File: config.mk
export PLATFORM = sky130hd
export DESIGN_NAME = uart_tx_arbiter
export DESIGN_NICKNAME = d
export VERILOG_FILES = /design/src/rtl/uart_tx_arbiter_pkg.sv /design/src/rtl/uart_tx_arbiter_rr_pick.sv /design/src/rtl/uart_tx_arbiter.sv
export SDC_FILE = /design/constraint.sdc
export NUM_CORES = 1
export LEC_CHECK = 0
export CORE_UTILIZATION = 47
export CTS_CLUSTER_SIZE = 28
export DETAILED_ROUTE_END_ITERATION = 12
export GPL_ROUTABILITY_DRIVEN = 0
export GPL_TIMING_DRIVEN = 1
export PLACE_DENSITY_LB_ADDON = 0.05
export SLEW_MARGIN = 25
export SYNTH_ARGS = -nofsm -noshare
export SYNTH_HDL_FRONTEND = slang
export SYNTH_SLANG_ARGS = --single-unit
File: constraint.sdc
create_clock -name ACLK -period 5.65 [get_ports ACLK]
set_input_delay 0.565 -clock ACLK [delete_from_list [all_inputs] [get_ports ACLK]]
set_output_delay 0.565 -clock ACLK [all_outputs]
set_load 0.02 [all_outputs]
File: src/rtl/uart_tx_arbiter_pkg.sv
// Shared constants and register layout for the UART transmit arbiter.
`timescale 1ns/1ps
package uart_tx_arbiter_pkg;

    localparam int unsigned UART_ARB_MAX_REQ = 8;
    localparam int unsigned GRANT_W          = 3;
    localparam int unsigned IDLE_CNT_W       = 8;
    localparam int unsigned BYTE_W           = 8;

    // FSM encoding
    localparam logic [0:0] ST_IDLE = 1'b0;
    localparam logic [0:0] ST_LOCK = 1'b1;

    // Arbiter register set
    typedef struct packed {
        logic [0:0]            state;
        logic [GRANT_W-1:0]    grant;
        logic [GRANT_W-1:0]    last_grant;
        logic [IDLE_CNT_W-1:0] idle_cnt;
        logic                  timeout_evt;
    } arb_regs_t;

endpackage

File: src/rtl/uart_tx_arbiter_rr_pick.sv
// Round-robin search: first set request bit starting after last_grant.
`timescale 1ns/1ps
module rr_pick
    import uart_tx_arbiter_pkg::*;
#(
    parameter int unsigned NUM_REQ = 4
)(
    input  logic [NUM_REQ-1:0] req,
    input  logic [GRANT_W-1:0] last_grant,
    output logic [GRANT_W-1:0] pick,
    output logic               any
);

    logic [2*NUM_REQ-1:0] req_dbl;
    logic [NUM_REQ-1:0]   req_rot;
    int unsigned          start;
    int unsigned          offset;

    // Rotate requests so the search start sits at bit 0, then take the lowest set bit
    always_comb begin
        start   = (32'(last_grant) + 32'd1) % NUM_REQ;
        req_dbl = {req, req};
        req_rot = NUM_REQ'(req_dbl >> start);
        offset  = 32'd0;
        for (int j = NUM_REQ - 1; j >= 0; j--) begin
            if (req_rot[j]) begin
                offset = 32'(j);
            end
        end
        any  = |req;
        pick = GRANT_W'((start + offset) % NUM_REQ);
    end

endmodule

File: src/rtl/uart_tx_arbiter.sv
// Packet-locked round-robin arbiter feeding bytes to a UART transmitter.
`timescale 1ns/1ps
module uart_tx_arbiter
    import uart_tx_arbiter_pkg::*;
#(
    parameter int unsigned NUM_REQ      = 4,
    parameter int unsigned LOCK_TIMEOUT = 255
)(
    input  logic                 ACLK,
    input  logic                 ARESET,
    input  logic                 arb_en,
    input  logic [NUM_REQ-1:0]   req_valid,
    input  logic [8*NUM_REQ-1:0] req_data,
    input  logic [NUM_REQ-1:0]   req_last,
    output logic [NUM_REQ-1:0]   req_ready,
    input  logic                 tx_ready,
    output logic                 tx_data_reg_wr,
    output logic [7:0]           tx_data,
    output logic [2:0]           grant_id,
    output logic                 busy,
    output logic                 timeout_evt
);

    arb_regs_t             r;
    arb_regs_t             r_nxt;
    logic [GRANT_W-1:0]    pick;
    logic                  any_req;
    logic [NUM_REQ-1:0]    grant_oh;
    logic                  g_valid;
    logic                  g_last;
    logic [BYTE_W-1:0]     g_data;
    logic                  xfer;
    logic [IDLE_CNT_W-1:0] cnt_inc;

    rr_pick #(
        .NUM_REQ    (NUM_REQ)
    ) u_rr_pick (
        .req        (req_valid),
        .last_grant (r.last_grant),
        .pick       (pick),
        .any        (any_req)
    );

    // State and arbitration registers
    always_ff @(posedge ACLK or posedge ARESET) begin
        if (ARESET) begin
            r.state       <= ST_IDLE;
            r.grant       <= '0;
            r.last_grant  <= GRANT_W'(NUM_REQ - 1);
            r.idle_cnt    <= '0;
            r.timeout_evt <= 1'b0;
        end else begin
            r <= r_nxt;
        end
    end

    // Next-state and per-cycle transfer path of the granted requester
    always_comb begin
        r_nxt             = r;
        r_nxt.timeout_evt = 1'b0;
        grant_oh          = NUM_REQ'(1) << r.grant;
        g_valid           = |(req_valid & grant_oh);
        g_last            = |(req_last & grant_oh);
        g_data            = BYTE_W'(req_data >> (32'(r.grant) * 32'd8));
        cnt_inc           = (r.idle_cnt == '1) ? r.idle_cnt : r.idle_cnt + 8'd1;
        xfer              = 1'b0;
        req_ready         = '0;
        tx_data_reg_wr    = 1'b0;
        tx_data           = '0;
        busy              = 1'b0;
        grant_id          = r.last_grant;

        case (r.state)
            ST_IDLE: begin
                if (arb_en && any_req) begin
                    r_nxt.state    = ST_LOCK;
                    r_nxt.grant    = pick;
                    r_nxt.idle_cnt = '0;
                end
            end
            ST_LOCK: begin
                busy           = 1'b1;
                grant_id       = r.grant;
                tx_data        = g_data;
                req_ready      = tx_ready ? grant_oh : '0;
                xfer           = g_valid && tx_ready;
                tx_data_reg_wr = xfer;
                if (xfer) begin
                    // A transfer always beats a coincident timeout
                    r_nxt.idle_cnt = '0;
                    if (g_last) begin
                        r_nxt.state      = ST_IDLE;
                        r_nxt.last_grant = r.grant;
                    end
                end else begin
                    r_nxt.idle_cnt = cnt_inc;
                    if (cnt_inc >= IDLE_CNT_W'(LOCK_TIMEOUT)) begin
                        r_nxt.state       = ST_IDLE;
                        r_nxt.last_grant  = r.grant;
                        r_nxt.timeout_evt = 1'b1;
                    end
                end
            end
            default: begin
                r_nxt.state = ST_IDLE;
            end
        endcase

        // last_grant resets to NUM_REQ-1, but the owner index must read 0 while held in reset
        if (ARESET) begin
            grant_id = '0;
        end
    end

    assign timeout_evt = r.timeout_evt;

endmodule
Word-level counts from Yosys, hierarchy flattened
Cells that the tools add are included.
W data, S select, Z words.

word-level totals
  output and inout bits = 18
  register bits after elaboration = 15
  word-level logic and storage cells = 51

operators by class
  magnitude comparators = 1
  shift-type cells = 3
  equal/unequal tests = 3
  multiplexer cells = 25
  add/sub/neg operators = 3
  reduce and logical (&&, ||, !) cells = 8
  bitwise logic cells = 3

operators with widths
  kind                   number
  $shr A32 B5 Y8         1
  $mux W8                3
  $pmux W8 S2            1
  $mux W3                4
  $mux W4                3
  $reduce_or A4 Y1       3
  $mux W11               1
  $add A8 B1 Y8 const B  1
  $and A4 B4 Y4          2
  $eq A8 B8 Y1 const B   1
  $ge A8 B8 Y1 const B   1
  $mux W1                8
  $mux W2                4
  $shr A8 B2 Y4          1
  $ne A2 B2 Y1 const B   2
  $shl A1 B2 Y4 const A  1
  $reduce_and A3 Y1      1
  $add A2 B1 Y2 const B  1
  $add A2 B2 Y2          1
  $logic_and A1 B1 Y1    2
  $pmux W1 S2            1
  $reduce_and A2 Y1      1
  $reduce_bool A2 Y1     1
  $not A1 Y1             1

Logic depth before layout (Yosys ltp)
Gate-level depths: netlist (run 1).

  depth after elaboration = 9
  depth in mapped cells = 9

Cells and area by module
A second synthesis (run 1) with hierarchy kept.

second synthesis, totals
  cell total of the unflattened synthesis = 166
  area total of the unflattened synthesis = 1532.7 µm²

by module, submodules not included
  module           cells an instance  area an instance (µm²)  sequential area each (µm²)  times used
  uart_tx_arbiter  132                1315.0                  402.9                       1
  rr_pick          34                 217.7                   0.0                         1

Least setup slack after synthesis (run 1)
No wires, ideal clock.

  path type = in2out
  from = in req_valid[2]
  to = out tx_data_reg_wr
  path buffers = 1
  data required time = 5.085 ns
  stages on the path = 4
  arrival = 1.613 ns
  slack = 3.472 ns
  cell sequence = clkbuf_1 mux2i_1 nor2b_1 nor3b_1

between the ends
  cells in the longest elaborated chain, start to end = 4

ends and longest elaborated chain
  element              line                   source
  start: declaration   uart_tx_arbiter.sv:12  input logic [NUM_REQ-1:0] req_valid,
  $and A4 B4 Y4        uart_tx_arbiter.sv:62  g_valid = |(req_valid & grant_oh);
  $reduce_or A4 Y1     uart_tx_arbiter.sv:62
  $logic_and A1 B1 Y1  uart_tx_arbiter.sv:86  xfer = g_valid && tx_ready;
  $mux W1              uart_tx_arbiter.sv:73  case (r.state)
  end: declaration     uart_tx_arbiter.sv:17  output logic tx_data_reg_wr,

Every way passes these cells.

Worst setup path in the final report (run 1)
  from = reg r[12] in the netlist's numbering
  to = out tx_data[5]

between the ends
  cells in the longest elaborated chain, start to end = 2

ends and longest elaborated chain
  element                   line                   source
  start: declaration        uart_tx_arbiter.sv:24  arb_regs_t r;
  start signal: assignment  uart_tx_arbiter.sv:53  r <= r_nxt;
  $shr A32 B5 Y8            uart_tx_arbiter.sv:64  g_data = BYTE_W'(req_data >> (32'(r.grant) * 32'd8));
  $mux W8                   uart_tx_arbiter.sv:73
  end: declaration          uart_tx_arbiter.sv:18  output logic [7:0] tx_data,

Every way passes these cells.

==> impl_metrics.json, run 1 <==
{
  "outcome": "complete, no violations",
  "grt_pass1_wl_mm": 6.72,
  "slew_viol_final": 0,
  "port-buffer-count": 60,
  "synthAdderAreaFrac": 0.0166,
  "routed_wl_mm": 4.24,
  "hold_class": "register to register",
  "path_delay_family": "flip-flops",
  "hold_buffers": 0,
  "dieArea_um2": 3440,
  "post-synth-top-area-cell": "dfrtp_1",
  "yosys_register_bits": 14,
  "fin_cells": 252,
  "synth_xor_area_frac": 0.00580,
  "synth_top_family_by_area": "simple AND/OR/NAND/NOR gates",
  "irDropWorstVdd_v": 0.000238,
  "cts_buffers": 3,
  "fin_skew_ns": 0.00311,
  "finalHoldViolCount": 0,
  "via_count": 1531,
  "clockRootBuffer": "clkbuf_4",
  "synthSimpleGateAreaFrac": 0.240,
  "cts_resized": 0,
  "finalSetupTns_ns": 0,
  "postSynthCellCount": 165,
  "htreeDepth": 1,
  "nNetsFinal": 255,
  "start_util": 0.494,
  "grt_pass1_vias": 1476,
  "worstPathArrival_ns": 2.46,
  "grt_max_degree": 21,
  "cts_buffer_depth": 2,
  "synthTopCellsByArea": "dfrtp_1 20%, mux4_2 13%, and2_1 3.7%, dfstp_2 3.5%, nand2_1 3.2%",
  "clk_pin_slew_ns": 0.08,
  "ant_nets": 0,
  "core.rowCount": 20,
  "diodes": 0,
  "synth-edff-count": 0,
  "avgSynthCellArea_um2": 9.15,
  "initialDrtViolationCount": 61,
  "dp.cells": 248,
  "slew_headroom": 0.464,
  "hpwlAfterDp_mm": 3.25,
  "crit_path_cell_trace": "mux4_2, and2_1, clkdlybuf4s50_1",
  "setup_viol": 0,
  "die_w_um": 58.7,
  "synth_top_area_frac": 0.199,
  "post_cts_buffers": 0,
  "synth_flop_cell": "dfrtp_1",
  "drc_errors": 0,
  "worstSkewPairLatency_ns": 0.28,
  "path_buf_inv": 1,
  "cellLeakagePower_nw": 0.796,
  "synth-async-reset-ratio": 1.00,
  "design.core.area_um2": 3050,
  "min_period_over_period": 0.535,
  "period_needed_ns": 3.02,
  "max_stage_delay_ns": 0.87,
  "area_delta_synth_final_pct": 38.6,
  "critPathSlowestCell": "dfrtp_1",
  "vias_per_cell": 6.08,
  "crit_path_max_fanout": 20,
  "crit_type": "register to output pin",
  "dr.pass1.iters": 5,
  "cts_num_sinks": 14,
  "fmax_mhz": 331,
  "worstSetupStartpointType": "register",
  "drv_cap": 0,
  "yosysSeqAreaShare": 0.234,
  "ys_warn_count": 0,
  "overflow": 0,
  "synthMuxAreaShare": 0.193,
  "die_h_um": 58.7,
  "rsz0062_at_grt": "false",
  "grt_usage": 0.256,
  "antenna_found_initial": 0,
  "worst_pin_slew_ns": 0.805,
  "syn_area_um2": 1510,
  "power_per_cell_area_nw_per_um2": 409,
  "wl_per_cell_um": 16.8,
  "cp-end-kind": "output pin",
  "synth.distinct_cells": 55,
  "crit_required_ns": 5.09,
  "ios": 62,
  "synth_nets": 211,
  "drive_above_1_share": 0.106,
  "cts_tree": "built",
  "synth_compound_area_frac": 0.223
}
synthesized netlist by cell type, types with 2 or more instances:
cell and instances:
clkbuf_1 8, o21bai_1 4, o21ai_1 2, a21oi_1 4, mux2_2 2, o211ai_1 2
nor2b_1 6, and2_1 9, dfstp_2 2, mux2i_1 3, nor2_1 7, nand2b_1 2
a41oi_1 2, mux2_1 2, buf_4 4, nor4_1 2, ha_1 2, and3_1 3
nor3_1 5, inv_1 5, mux4_2 9, dfrtp_1 12, o22a_1 5, o22ai_1 2
and4_1 3, a31oi_1 4, nor3b_1 3, nand2_1 13, buf_2 6, nand3_1 7
cell usage in the layout, fill, tap and decap left out, types with 2 or more instances in the layout:
cell | Yosys | layout
a21oi_1 | 4 | 4
a31oi_1 | 4 | 4
a41oi_1 | 2 | 2
and2_1 | 9 | 9
and3_1 | 3 | 3
and4_1 | 3 | 3
clkbuf_4 | 0 | 3
clkdlybuf4s50_1 | 0 | 60
dfrtp_1 | 12 | 12
dfstp_2 | 2 | 2
ha_1 | 2 | 2
inv_1 | 5 | 5
mux2_1 | 2 | 2
mux2_2 | 2 | 2
mux2i_1 | 3 | 3
mux4_2 | 9 | 9
nand2_1 | 13 | 13
nand2b_1 | 2 | 2
nand3_1 | 7 | 7
nor2_1 | 7 | 7
nor2b_1 | 6 | 6
nor3_1 | 5 | 5
nor3b_1 | 3 | 3
nor4_1 | 2 | 2
o211ai_1 | 2 | 2
o21ai_1 | 2 | 2
o21bai_1 | 4 | 4
o22a_1 | 5 | 5
o22ai_1 | 2 | 2
per-layer routing:
metal,share of wire,up-vias,global-route usage
met1,0.38,723,0.303
met3,0.089,13,0.0527
met5,0,-,0
li1,-,713,-
met4,0.016,0,0.0782
met2,0.51,82,0.463
cells by family after synthesis:
kind of cell | after synthesis
other | 1
muxes | 17
DFF | 14
and+or+nand+nor | 64
buffers and inverters | 26
adders and majority gates | 2
AOI/OAI and AO/OA | 40
xor gates and xnor gates | 1
final cells by class:
class	instances	area [um^2]
multi-input cells	125	1030
fillers	263	962
repair buffers	60	601
flip-flops and latches	14	353
well taps	44	55.1
clock buffers	4	36.3
inverters	5	18.8
final timing paths:
check / startpoint / end / slack [ns] / cells past startpoint
min in group asynchronous: ARESET / r[3] / 0.72 / 2
max: r[12] / tx_data[5] / 2.63 / 3
max reg2reg: r[13] / r[9] / 3.16 / 5
min: r[2] / r[2] / 0.67 / 1
max in group asynchronous: ARESET / r[10] / 4.57 / 2
min reg2reg: r[2] / r[2] / 0.67 / 1
registers in the layout (all words and copies together) (netlist names):
register     cells
timeout_evt      1
r               13
worst register-to-register path, stage by stage (launching register included):
cell and delay, ns:
dfrtp_1 0.80, mux2i_2 0.33, o221ai_2 0.34, a2111oi_4 0.46, a31oi_2 0.16, mux2_1 0.34
where the power goes:
group          switching [mW]  internal, mW  leakage (nW)
combinational           0.240         0.303         0.599
clock                  0.0308        0.0392        0.0210
sequential              0.107         0.135         0.176
total                   0.378         0.477         0.796
metrics by stage:
step | power, mW | hold slack (ns) | util | cell area, um^2 | setup slack (ns)
6_report | 0.855 | 0.667 | 0.685 | 2090 | 2.63
3_3_place_gp | 0.775 | 0.640 | 0.673 | 2050 | 2.68
5_1_grt | 0.923 | 0.698 | 0.685 | 2090 | 2.45
2_1_floorplan | 0.606 | 0.453 | - | 1510 | 3.47
4_1_cts | 0.862 | 0.671 | 0.685 | 2090 | 2.55
3_5_place_dp | 0.790 | 0.637 | 0.673 | 2050 | 2.67
(Power assumes the default switching activity.)
==> inputs of run 2 (changes only) <==
--- a/config.mk
+++ b/config.mk
@@ -5,7 +5,7 @@
 export SDC_FILE = /design/constraint.sdc
 export NUM_CORES = 1
 export LEC_CHECK = 0
-export CORE_UTILIZATION = 47
+export CORE_UTILIZATION = 43
 export CTS_CLUSTER_SIZE = 28
 export DETAILED_ROUTE_END_ITERATION = 12
 export GPL_ROUTABILITY_DRIVEN = 0
==> constraint.sdc (replaced) <==
create_clock -name ACLK -period 3.1 [get_ports ACLK]
set_input_delay 0.31 -clock ACLK [delete_from_list [all_inputs] [get_ports ACLK]]
set_output_delay 0.31 -clock ACLK [all_outputs]
set_load 0.02 [all_outputs]
==> run 2 against run 1 <==
Against the previous run:
- clock power up 89%
- non-clock buffer count up 2
- die area up 9.0%
- register-to-register slack worse by 2.4 ns
- total power up 86%
- final cell count up 1.6%
- critical path type unchanged
- largest power group unchanged
==> impl_metrics.json, run 2 (synthesis gave the netlist of run 1 again) <==
{
  "outcome": "complete, no violations",
  "power_per_cell_area_nw_per_um2": 755,
  "critPathSlowestCell": "dfrtp_1",
  "clockRootBuffer": "clkbuf_4",
  "area_delta_synth_final_pct": 39.7,
  "design.core.area_um2": 3340,
  "overflow": 0,
  "wl_per_cell_um": 17.0,
  "drive_above_1_share": 0.114,
  "cts_num_sinks": 14,
  "routed_wl_mm": 4.35,
  "finalHoldViolCount": 0,
  "drv_cap": 0,
  "hold_class": "primary input to async pin",
  "fmax_mhz": 358,
  "path_buf_inv": 1,
  "period_needed_ns": 2.80,
  "start_util": 0.452,
  "fillers": 310,
  "initialDrtViolationCount": 120,
  "crit_path_max_fanout": 20,
  "cts_resized": 0,
  "setup_viol": 0,
  "dp.cells": 252,
  "slew_headroom": 0.443,
  "worstSkewPairLatency_ns": 0.29,
  "fin_skew_ns": 0.00172,
  "irDropWorstVdd_v": 0.000454,
  "crit_required_ns": 2.79,
  "min_period_over_period": 0.902,
  "die_h_um": 61.2,
  "fin_cells": 256,
  "post_cts_buffers": 0,
  "cts_tree": "built",
  "htreeDepth": 1,
  "core.rowCount": 21,
  "port-buffer-count": 60,
  "worstSetupStartpointType": "register",
  "final_common_cell": "clkdlybuf4s50_1",
  "fin_util": 0.632,
  "path_delay_family": "flip-flops",
  "cp-end-kind": "output pin",
  "vias_per_cell": 5.96,
  "die_w_um": 61.2,
  "worst_pin_slew_ns": 0.835,
  "cts_buffers": 3,
  "largest_reg_flops": 13,
  "max_stage_delay_ns": 0.89,
  "rsz0062_at_grt": "false",
  "grt_pass1_vias": 1383,
  "antenna_found_initial": 0,
  "hold_buffers": 0,
  "clk_pin_slew_ns": 0.08,
  "crit_path_cell_trace": "mux4_2, and2_1, clkdlybuf4s50_1",
  "diodes": 0,
  "via_count": 1527,
  "largestRegisters": "r: 13 flops, timeout_evt: 1 flops",
  "finalSetupTns_ns": 0,
  "top_register": "r",
  "dieArea_um2": 3750,
  "dp_worst_setup_slack_ns": 0.589,
  "crit_type": "register to output pin",
  "drc_errors": 0,
  "hpwlAfterDp_mm": 3.35,
  "grt_pass1_wl_mm": 6.58,
  "worstPathArrival_ns": 2.49,
  "cts_buffer_depth": 2,
  "final_cell_mix": "60 x clkdlybuf4s50_1, 13 x nand2_1, 12 x dfrtp_1, 9 x and2_1, 9 x mux4_2",
  "cellLeakagePower_nw": 0.806,
  "grt_usage": 0.241,
  "whs_ns": 0.452,
  "nNetsFinal": 257,
  "grt_max_degree": 21,
  "slew_viol_final": 0,
  "ant_nets": 0,
  "ios": 62,
  "setup_ws_ns": 0.305,
  "dr.pass1.iters": 4
}
-- run 2: changes by cell type in the layout (fill, tap and decap cells not counted) --
cell,previous run,this run
buf_4,0,2
-- run 2: report_power, final --
group | switching (mW) | internal (mW)
logic | 0.445 | 0.568
registers | 0.201 | 0.246
clock network | 0.0605 | 0.0716
-- run 2: final cells by class --
class                      count  area (um^2)  share of cell area
multi-input combinational    125         1030               0.487
timing repair buffer          62          616               0.292
sequential                    14          353               0.167
tap                           46         57.6              0.0273
clock buffer                   4         36.3              0.0172
inverter                       5         18.8             0.00890
-- run 2: final timing paths --
| path | start | end | slack (ns) | cells after the start |
|---|---|---|---|---|
| setup / recovery | r[12] | tx_data[0] | 0.30 | 3 |
| setup reg to reg | r[1] | r[10] | 0.77 | 6 |
| hold reg to reg | r[8] | r[8] | 0.66 | 1 |
| max in group asynchronous | ARESET | r[9] | 2.28 | 2 |
| min in group ACLK | r[8] | r[8] | 0.66 | 1 |
| hold / removal | ARESET | r[12] | 0.45 | 2 |
-- run 2: per-layer routing --
| metal | share of wire | wire length (um) | vias up | GRT usage |
|---|---|---|---|---|
| li1 | - | - | 716 | - |
| met1 | 0.42 | 1840 | 742 | 0.316 |
| met2 | 0.49 | 2130 | 60 | 0.408 |
| met3 | 0.070 | 306 | 9 | 0.0336 |
| met4 | 0.015 | 67 | 0 | 0.0844 |
| met5 | 0 | 0 | - | 0 |
-- run 2: metrics by stage --
step,total power [mW],area (um^2)
finish,1.59,2110
global route,1.72,2110
CTS,1.60,2110
detailed placement,1.46,2070
global placement,1.43,2070
floorplan,1.10,1510
